==> src/rtl/brv32p_perf_counters.sv <==
// Performance-monitor unit: NUM_CNT event counters with a small memory-mapped register port.
// Define BRV32P_PERF_THRESH_EN to build the per-counter THRESH match register.
module brv32p_perf_counters #(
    parameter int NUM_EVENTS = 16,
    parameter int NUM_CNT    = 4,
    parameter int CNT_W      = 48
) (
    input  logic                  clk,
    input  logic                  rst_n,
    input  logic [NUM_EVENTS-1:0] evt_i,
    input  logic                  bus_valid,
    input  logic                  bus_we,
    input  logic [7:0]            bus_addr,
    input  logic [31:0]           bus_wdata,
    output logic                  bus_rvalid,
    output logic [31:0]           bus_rdata,
    output logic                  irq
);
    localparam int          HW   = CNT_W - 32;
    localparam logic [3:0]  NC4  = 4'(NUM_CNT);
    localparam logic [31:0] INFO = {8'(CNT_W), 8'(NUM_EVENTS), 8'(NUM_CNT), 8'h01};

    logic [NUM_CNT-1:0][CNT_W-1:0] cnt_q, cnt_d;
    logic [NUM_CNT-1:0][HW-1:0]    hi_sh_q, hi_sh_d;
    logic [NUM_CNT-1:0][4:0]       sel_q, sel_d;
    logic [NUM_CNT-1:0]            cen_q, cen_d;
    logic [NUM_CNT-1:0]            ovf_q, ovf_d;
    logic [NUM_CNT-1:0]            irq_en_q, irq_en_d;
    logic                          gen_q, gen_d;
    logic                          irq_q, irq_d;
    logic                          rvalid_q, rvalid_d;
    logic [31:0]                   rdata_q, rdata_d;
`ifdef BRV32P_PERF_THRESH_EN
    logic [NUM_CNT-1:0][31:0]      thr_q, thr_d;
`endif

    logic               wr, rd, glb, cnt_sel, clr, hit;
    logic [3:0]         cidx;
    logic [1:0]         off;
    logic [31:0]        evt_pad;
    logic [NUM_CNT-1:0] ovf_set, ovf_w1c;
    logic [CNT_W-1:0]   nxt;
    logic               unused_addr;

    assign unused_addr = ^bus_addr[1:0];
    assign wr      = bus_valid & bus_we;
    assign rd      = bus_valid & ~bus_we;
    assign off     = bus_addr[3:2];
    assign glb     = (bus_addr[7:4] == 4'd0);
    assign cidx    = bus_addr[7:4] - 4'd2;
    assign cnt_sel = (bus_addr[7:4] >= 4'd2) && (cidx < NC4);
    assign clr     = wr & glb & (off == 2'd0) & bus_wdata[1];
    // Zero-padding makes any select >= NUM_EVENTS see a constant 0 event.
    assign evt_pad = 32'(evt_i);
    assign ovf_w1c = (wr && glb && off == 2'd1) ? bus_wdata[NUM_CNT-1:0] : '0;

    always_comb begin
        cnt_d    = cnt_q;
        hi_sh_d  = hi_sh_q;
        sel_d    = sel_q;
        cen_d    = cen_q;
        irq_en_d = irq_en_q;
        gen_d    = gen_q;
        ovf_set  = '0;
        nxt      = '0;
        hit      = 1'b0;
        rvalid_d = rd;
        rdata_d  = '0;
`ifdef BRV32P_PERF_THRESH_EN
        thr_d    = thr_q;
`endif
        if (wr && glb) begin
            case (off)
                2'd0:    gen_d = bus_wdata[0];
                2'd2:    irq_en_d = bus_wdata[NUM_CNT-1:0];
                default: ;
            endcase
        end
        if (rd && glb) begin
            case (off)
                2'd0:    rdata_d = {31'd0, gen_q};
                2'd1:    rdata_d = 32'(ovf_q);
                2'd2:    rdata_d = 32'(irq_en_q);
                default: rdata_d = INFO;
            endcase
        end
        for (int n = 0; n < NUM_CNT; n++) begin
            hit = cnt_sel && (cidx == 4'(n));
            nxt = cnt_q[n] + CNT_W'(1);
            // A software write to either half wins over this cycle's increment.
            if (wr && hit && off == 2'd1) begin
                cnt_d[n] = {cnt_q[n][CNT_W-1:32], bus_wdata};
            end else if (wr && hit && off == 2'd2) begin
                cnt_d[n] = {bus_wdata[HW-1:0], cnt_q[n][31:0]};
            end else if (gen_q && cen_q[n] && evt_pad[sel_q[n]]) begin
                cnt_d[n]   = nxt;
                ovf_set[n] = (cnt_q[n] == '1);
`ifdef BRV32P_PERF_THRESH_EN
                if (thr_q[n] != 32'd0 && nxt[31:0] == thr_q[n]) ovf_set[n] = 1'b1;
`endif
            end
            if (wr && hit && off == 2'd0) begin
                sel_d[n] = bus_wdata[4:0];
                cen_d[n] = bus_wdata[8];
            end
`ifdef BRV32P_PERF_THRESH_EN
            if (wr && hit && off == 2'd3) thr_d[n] = bus_wdata;
`endif
            if (rd && hit) begin
                case (off)
                    2'd0: rdata_d = {23'd0, cen_q[n], 3'd0, sel_q[n]};
                    2'd1: begin
                        rdata_d    = cnt_q[n][31:0];
                        hi_sh_d[n] = cnt_q[n][CNT_W-1:32];
                    end
                    2'd2: rdata_d = 32'(hi_sh_q[n]);
`ifdef BRV32P_PERF_THRESH_EN
                    default: rdata_d = thr_q[n];
`else
                    default: rdata_d = '0;
`endif
                endcase
            end
        end
        // New overflow beats a same-cycle W1C; clear-all beats both.
        ovf_d = (ovf_q & ~ovf_w1c) | ovf_set;
        if (clr) begin
            cnt_d   = '0;
            hi_sh_d = '0;
            ovf_d   = '0;
        end
        irq_d = |(ovf_q & irq_en_q);
    end

    always_ff @(posedge clk) begin
        if (!rst_n) begin
            cnt_q    <= '0;
            hi_sh_q  <= '0;
            sel_q    <= '0;
            cen_q    <= '0;
            ovf_q    <= '0;
            irq_en_q <= '0;
            gen_q    <= 1'b0;
            irq_q    <= 1'b0;
            rvalid_q <= 1'b0;
            rdata_q  <= '0;
`ifdef BRV32P_PERF_THRESH_EN
            thr_q    <= '0;
`endif
        end else begin
            cnt_q    <= cnt_d;
            hi_sh_q  <= hi_sh_d;
            sel_q    <= sel_d;
            cen_q    <= cen_d;
            ovf_q    <= ovf_d;
            irq_en_q <= irq_en_d;
            gen_q    <= gen_d;
            irq_q    <= irq_d;
            rvalid_q <= rvalid_d;
            rdata_q  <= rdata_d;
`ifdef BRV32P_PERF_THRESH_EN
            thr_q    <= thr_d;
`endif
        end
    end

    assign bus_rvalid = rvalid_q;
    assign bus_rdata  = rdata_q;
    assign irq        = irq_q;
endmodule

==> config.mk <==
export PLATFORM = sky130hd
export DESIGN_NAME = brv32p_perf_counters
export DESIGN_NICKNAME = d
export VERILOG_FILES = /design/src/rtl/brv32p_perf_counters.sv
export SDC_FILE = /design/constraint.sdc
export NUM_CORES = 1
export LEC_CHECK = 0
export CAP_MARGIN = 25
export CORE_MARGIN = 2
export CORE_UTILIZATION = 30
export CTS_CLUSTER_SIZE = 8
export DETAILED_ROUTE_END_ITERATION = 10
export GPL_ROUTABILITY_DRIVEN = 0
export RECOVER_POWER = 100
export SYNTH_ARGS = -nofsm -noshare
export SYNTH_HDL_FRONTEND = slang
export SYNTH_SLANG_ARGS = --single-unit
==> constraint.sdc <==
create_clock -name clk -period 7.7 [get_ports clk]
set_clock_uncertainty 0.1 [all_clocks]
set_input_delay 1.155 -clock clk [delete_from_list [all_inputs] [get_ports clk]]
set_output_delay 1.155 -clock clk [all_outputs]
set_load 0.005 [all_outputs]
After elaboration in Yosys (flattened, before gate mapping):

Index checks and enable logic that the tools add are counted.
W data, S select, Z words.

* add/subtract/negate cells: 5
* $lt $le $gt $ge: 6
* equal/unequal tests: 13
* bitwise gates (word level): 15
* reduce and logical (&&, ||, !) cells: 63
* muxes and demuxes: 43

Operator list (number)
* $mux W48: 8
* $pmux W32 S3: 4
* $mux W32: 8
* $add A48 B1 Y48 const B: 4
* $eq A48 B48 Y1 const B: 4
* $pmux W30 S3: 1
* $logic_and A1 B1 Y1: 36
* $mux W30: 1
* $reduce_and A2 Y1: 14
* $lt A5 B6 Y1 const B: 4
* $bmux W1 S5: 4
* $mux W1: 16
* $reduce_bool A2 Y1: 8
* $and A4 B4 Y4: 2
* $eq A4 B2 Y1 const B: 2
* $logic_not A4 Y1: 2
* $ne A2 B2 Y1 const B: 4
* $not A1 Y1: 6
* $and A1 B1 Y1: 5
* $eq A4 B1 Y1 const B: 1
* $ge A4 B2 Y1 const B: 1
* $lt A4 B3 Y1 const B: 1
* $mux W4: 1
* $not A4 Y4: 1
* 7 further kinds: 7

* word-level logic and storage cells: 171
* input port bits: 60
* output and inout bits: 34
* register bits after elaboration: 323

Longest topological paths before layout:

Gate-level depths: netlist of run 1.

* word-level depth: 9
* depth in mapped cells: 11
* gate-level depth less buffers: 9

Worst setup path after synthesis of run 1:

Ideal clock, no wire load.

* path type: input to register
* start: in bus_addr[5]
* end: reg cnt_q[145] in the netlist's numbering
* setup slack: 4.357 ns
* library setup time: 0.133 ns
* arrival time: 3.110 ns
* stages on the path: 10
* path buffers: 2
* data required time: 7.467 ns
* cells stage by stage: inv_1 -> ha_1 -> xnor2_1 -> nand3_1 -> nor2_1 -> clkbuf_1 -> buf_1 -> nand2_1 -> o31ai_1 -> a21oi_1

* longest elaborated chain between the ends: 8

Ends and longest elaborated chain
* start, declared: line 13 `input logic [7:0] bus_addr,`
* $sub A4 B2 Y4: line 50 `assign cidx = bus_addr[7:4] - 4'd2;`
* $lt A4 B3 Y1: line 51 `assign cnt_sel = (bus_addr[7:4] >= 4'd2) && (cidx < NC4);`
* $logic_and A1 B1 Y1: line 51
* $logic_and A1 B1 Y1: line 88 `hit = cnt_sel && (cidx == 4'(n));`
* $logic_and A1 B1 Y1: line 91, 93
* $logic_and A1 B1 Y1 (on tied branches): line 91, 93
* $ne A2 B2 Y1 (no line) / $reduce_bool A2 Y1 (equally long branches)
* $reduce_and A2 Y1 (no line)
* end signal, assigned: line 151 `cnt_q <= cnt_d;`
* end, declared: line 23 `logic [NUM_CNT-1:0][CNT_W-1:0] cnt_q, cnt_d;`

Several ways; a longest one is shown, not always the timed one.
A chain may end at the register's enable or synchronous reset.

Worst setup path after layout of run 1:

* start: in bus_addr[2]
* end: reg rdata_q[10], in the netlist bus_rdata[10]

* longest elaborated chain between the ends: 7

Ends and longest elaborated chain
* $eq A2 B2 Y1, or another cell as far along: line 80, 110
* $pmux W30 S3: line 80 `case (off)`
* $mux W30: line 79 `if (rd && glb) begin`
* $mux W32 (3 in series): line 109 `if (rd && hit) begin`
* $mux W32 (*): line 109
* end signal, assigned: line 160 `rdata_q <= rdata_d;`
* end, declared: line 32 `logic [31:0] rdata_q, rdata_d;`

Every way passes the cells marked *; elsewhere a longest branch is shown, timed or not.

==> impl_metrics.yaml, run 1 <==
cts:
  cts_made_buffers: 46
  h-tree-depth: 2
  clk_latency_ns: 0.58
  cts_tree: "yes"
  cts_resized: 0
  cts.sinks: 323
  clock_path_buffers: 3
  cts_setup_buffers: 0
  cts_root_buf: "clkbuf_16"
  postCtsHoldBufs: 0
  clk_pin_slew_ns: 0.05
setup_path:
  end_kind: "register"
  worstPathArrival_ns: 6.50
  worstPathMaxFanout: 26
  critical_path_class: "in2reg"
  worstRegToRegCells: 8
  r2r-start: "sel_q[2]"
  cp-start-kind: "input pin"
  required_ns: 8.07
  regToRegEndpoint: "cnt_q[40]"
  rrSetupSlack_ns: 3.96
placement:
  io_buffers: 91
  hpwl_um: 55510
  place_inst: 3183
  placed_area_mm2: 0.01996
sta:
  hold_viol: 0
  maxSlewViolCount: 117
  max_freq_mhz: 163.1
  setup_viol: 0
  tightest_slew_ns: 2.192
  setup-tns-final_ns: 0
  rsz0062_at_grt: "false"
  period_needed_ns: 6.132
  period_share_pct: 79.63
  relSlewSlack_pct: -46.14
cells_and_area:
  fillers: 6320
  stdcell_count: 3236
  nets: 2516
  final_cell_mix: "378 x nand2_1, 323 x dfxtp_1, 231 x a21oi_1"
  drive_gt1_share_pct: 5.909
  post-route-util_pct: 34.93
  area.growth.synth_to_final_pct: 14.87
  mostFrequentLayoutCell: "nand2_1"
  diodes: 0
  final_area_mm2: 0.02116
synthesis:
  syn_area_mm2: 0.01842
  synth_nets: 2523
  yosysWarnings: 0
  async_flop_share_pct: 0
  synth.distinct_cells: 82
  synth_cells: 2457
  ys.flop_type: "dfxtp_1"
  synth_seq_area_share_pct: 35.10
  synth_enable_flop_cells: 0
  synth_seq_cells: 323
  synth_area_per_cell_um2: 7.497
detailed_routing:
  drt-pass1-iter-count: 6
  wl_per_cell_um: 23.96
  drc: 0
  num_vias: 20340
  drt_iter0_markers: 2595
  vias_per_cell: 6.286
  drt-total-wl_um: 77530
  detail-route-antenna-nets: 0
grt:
  overflow: 0
  grt_usage_pct: 23.67
  grt.busiest_layer: "met2"
  first_global_vias: 18430
  grt_pass1_wl_um: 115900
  grt_use_met1_pct: 32.68
  grt_util_met3_pct: 4.096
  antenna_found_initial: 0
  grtUsageMet2_pct: 35.34
  grt_max_degree: 67
die:
  die_h_um: 251.8
  coreArea_mm2: 0.06058
  io_pins: 94
  dieArea_mm2: 0.06340
  start_util_pct: 30.40
  die_w_um: 251.8
  num_rows: 90
pwr:
  ir_worst_vdd_v: 0.0001349
  powerDensity_mw_per_mm2: 178.2
  p_total_w: 0.003771
  leakagePower_nw: 6.192
hold_path:
  min_from: "hi_sh_q[24]"
  holdPathStages: 2
  hp-class: "reg2reg"
  holdPathEnd: "hi_sh_q[24]"
run_status:
  run_status: "finished, violations left"
  violations: "capacitance limit, slew limit"
flow_run:
  cap_violations: 4
synth_stat cells, types with 21 or more instances:
cell | number | area share [%]
nand2_1 | 378 | 7.7
dfxtp_1 | 323 | 35
a21oi_1 | 232 | 6.3
nor2_1 | 198 | 4.0
o21ai_0 | 154 | 4.2
clkbuf_1 | 147 | 3.0
nand3_1 | 110 | 3.0
nor3_1 | 70 | 1.9
nand4_1 | 58 | 2.0
a22oi_1 | 55 | 2.2
mux2i_1 | 48 | 2.6
nor4_1 | 48 | 1.6
a31oi_1 | 42 | 1.4
o211ai_1 | 42 | 1.7
and3_1 | 36 | 1.2
inv_1 | 35 | 0.71
a211oi_1 | 27 | 1.1
a221oi_1 | 25 | 1.2
o31ai_1 | 24 | 0.98
or3_1 | 24 | 0.82
buf_2 | 23 | 0.62
o22ai_1 | 21 | 0.71
critical path, stage by stage:
cell and delay (ns):
dlygate4sd3_1 0.85, clkbuf_1 0.67, nand2b_1 0.49, nor2_1 1.13
clkbuf_1 1.13, a22oi_1 0.39, nand4_1 0.25, o21ai_0 0.13
a21oi_1 0.29
cell families (layout without fill, tap and decap cells):
kind of cell / Yosys count / count (layout) / synth area share, %
compound gates: 777 / 777 / 27.35
xor+xnor: 24 / 24 / 1.141
fa+ha+maj: 6 / 6 / 0.4075
simple gates: 1036 / 1036 / 27.09
buf+inv: 228 / 225 / 4.952
flops: 323 / 323 / 35.10
mux: 63 / 63 / 3.953
metrics by stage:
step	hold WS, ns	setup slack [ns]
2_1_floorplan	0.3359	4.357
3_3_place_gp	0.3445	2.412
3_5_place_dp	0.3475	2.508
4_1_cts	0.3539	3.063
5_1_grt	0.3741	1.395
6_report	0.3555	1.568
power by group:
part	switching (W)	leakage [nW]	internal [W]
clock	0.000756	0.619	0.00113
combinational	0.000142	2.97	0.0000602
sequential	0.00000750	2.60	0.00168
total	0.000906	6.19	0.00287
area by class of cell:
class / count / area (um2) / share of cell area (%)
clock buffer: 52 / 1257 / 5.943
tap: 782 / 978.4 / 4.624
sequential: 323 / 6466 / 30.56
multi-input combinational: 1906 / 11080 / 52.37
inverter: 36 / 135.1 / 0.6386
timing repair buffer: 137 / 1240 / 5.860
registers in the layout, indices dropped and copies added, names as in the netlist:
name	count
cnt_q	192
hi_sh_q	64
bus_rdata	32
sel_q	20
cen_q	4
irq_en_q	4
ovf_q	4
bus_rvalid	1
gen_q	1
irq	1
worst max path at each step:
| stage | start | to | slack [ns] | cells past startpoint |
|---|---|---|---|---|
| after global placement | bus_addr[5] | cnt_q[112] | 2.41 | 10 |
| after global routing | bus_addr[2] | cnt_q[14] | 1.40 | 9 |
| after floorplan | bus_addr[5] | cnt_q[145] | 4.36 | 10 |
| final | bus_addr[2] | bus_rdata[10] | 1.57 | 9 |
| after CTS | bus_addr[5] | cnt_q[13] | 3.06 | 11 |
| after detailed placement | bus_addr[5] | cnt_q[13] | 2.51 | 11 |
layer usage:
metal	routed length, um	up-vias
li1	-	9160
met1	32620	9661
met2	32730	1307
met3	7812	215
met4	4368	0
met5	0	-
No activity file was read; power rests on OpenSTA's default activity.
==> run 2, diff against run 1 <==
==> constraint.sdc (replaced) <==
create_clock -name clk -period 5.79 [get_ports clk]
set_clock_uncertainty 0.1 [all_clocks]
set_input_delay 0.8685 -clock clk [delete_from_list [all_inputs] [get_ports clk]]
set_output_delay 0.8685 -clock clk [all_outputs]
set_load 0.005 [all_outputs]
==> impl_metrics.yaml, run 2 (same netlist as run 1, synthesis figures left out) <==
pwr:
  ir_worst_vdd_v: 0.0001722
  p_seq_share_pct: 45.0
  p_sw_share_pct: 24.57
  intPower_w: 0.003759
  combPwrFrac_pct: 5.5
  p_clk_share_pct: 49.5
  p_sw_w: 0.001224
  leakagePower_nw: 6.250
  powerDensity_mw_per_mm2: 234.9
setup_path:
  critical_path_class: "in2reg"
  cp_slowest_cell: "clkbuf_1"
  max_stage_delay_ns: 1.24
  rrSetupSlack_ns: 2.24
  regToRegEndpoint: "cnt_q[31]"
  r2r-start: "sel_q[2]"
  path_cells: "dlygate4sd3_1, inv_1, ha_1, xor2_1, nor2_1, nand3_1, clkbuf_1, nand2_1, o32a_1, o211a_1"
  required_ns: 6.17
  cp-start-kind: "input pin"
  worstPathMaxFanout: 38
  end_kind: "register"
  worstRegToRegCells: 8
  worstPathArrival_ns: 5.34
cells_and_area:
  mostFrequentLayoutCell: "nand2_1"
  seq_area_mm2: 0.006466
  fillers: 6317
  final_cell_mix: "377 x nand2_1, 323 x dfxtp_1, 232 x a21oi_1"
  largest-register: "cnt_q"
  area.growth.synth_to_final_pct: 15.13
  post-route-util_pct: 35.01
  nets: 2536
  multi_input_area_mm2: 0.01107
  diodes: 0
  drive_gt1_share_pct: 6.389
  largest_reg_flops: 192
flow_run:
  cap_violations: 5
sta:
  relSlewSlack_pct: -45.90
  period_needed_ns: 4.962
  maxSlewViolCount: 131
  setup_viol: 0
  hold_ws_ns: 0.3553
  tightest_slew_ns: 2.188
  max_freq_mhz: 201.5
  hold_viol: 0
  rsz0062_at_grt: "false"
  period_share_pct: 85.69
  setup-tns-final_ns: 0
cts:
  cts_tree: "yes"
  clk_latency_ns: 0.58
  clock_path_buffers: 3
  cts_setup_buffers: 0
  h-tree-depth: 2
  postCtsHoldBufs: 0
  cts_resized: 0
  cts_made_buffers: 46
  clk_pin_slew_ns: 0.05
  cts.sinks: 323
  cts_root_buf: "clkbuf_16"
grt:
  antenna_found_initial: 0
  grt_max_degree: 52
  overflow: 0
  first_global_vias: 18460
  grt_usage_pct: 23.65
  grt_pass1_wl_um: 115300
detailed_routing:
  drt_iter0_markers: 2569
  detail-route-antenna-nets: 0
  wl_per_cell_um: 23.95
  drt-pass1-iter-count: 6
  num_vias: 20420
  drc: 0
  vias_per_cell: 6.274
  drt-total-wl_um: 77970
hold_path:
  min_from: "hi_sh_q[55]"
  holdPathEnd: "hi_sh_q[55]"
  holdPathStages: 2
  hp-class: "reg2reg"
die:
  dieArea_mm2: 0.06340
  num_rows: 90
  coreArea_mm2: 0.06058
  die_w_um: 251.8
  start_util_pct: 30.40
  die_h_um: 251.8
  io_pins: 94
placement:
  io_buffers: 91
  hpwl_um: 56320
run_status:
  run_status: "finished, violations left"
  violations: "capacitance limit, slew limit"
## run 2: area by class of cell
class                      count  share of cell area [%]
multi-input combinational   1906                   52.21
sequential                   323                   30.49
timing repair buffer         157                   6.319
clock buffer                  50                   5.693
tap                          782                   4.614
inverter                      36                  0.6372
clock inverter                 1                 0.04130
## run 2: worst max-delay path by stage
stage	startpoint	to	slack (ns)
after floorplan	bus_addr[5]	cnt_q[145]	2.73
after global placement	bus_addr[5]	bus_rdata[12]	1.27
after detailed placement	bus_addr[5]	bus_rdata[12]	1.15
after CTS	bus_addr[5]	bus_rdata[12]	1.73
after global routing	bus_addr[5]	cnt_q[31]	0.75
final	bus_addr[5]	cnt_q[160]	0.83
## run 2: stage by stage
step / instance area [um2] / worst slack, ns / std cells / power (W)
CTS: 21320 / 1.733 / 3253 / 0.005003
global placement: 20080 / 1.267 / 3198 / 0.002551
finish: 21210 / 0.8283 / 3255 / 0.004983
detailed placement: 20100 / 1.148 / 3202 / 0.002556
floorplan: 18420 / 2.733 / 2457 / 0.002406
global route: 21210 / 0.7517 / 3255 / 0.005087
## run 2: power by group through the flow
| stage | combinational (W) | sequential, W | clock, W |
|---|---|---|---|
| 4_1_cts | 0.000269 | 0.00224 | 0.00249 |
| 3_5_place_dp | 0.000268 | 0.00229 | 0 |
| 3_3_place_gp | 0.000264 | 0.00229 | 0 |
| 2_1_floorplan | 0.000122 | 0.00228 | 0 |
| 6_report | 0.000272 | 0.00224 | 0.00247 |
| 5_1_grt | 0.000278 | 0.00224 | 0.00257 |
## run 2: worst max-delay path, delay by kind of cell
kind	cells	cell delay (ns)
buf+inv	3	2.10
simple gates	3	1.05
compound gates	2	0.73
xor+xnor	1	0.31
fa+ha+maj	1	0.25
## run 2: routing by layer
metal	GRT usage [%]	part of all wire, %	up-vias
met1	32.58	42	9718
met4	13.58	5.8	0
met2	34.66	42	1260
met3	4.127	11	238
li1	-	-	9206
met5	0	0	-
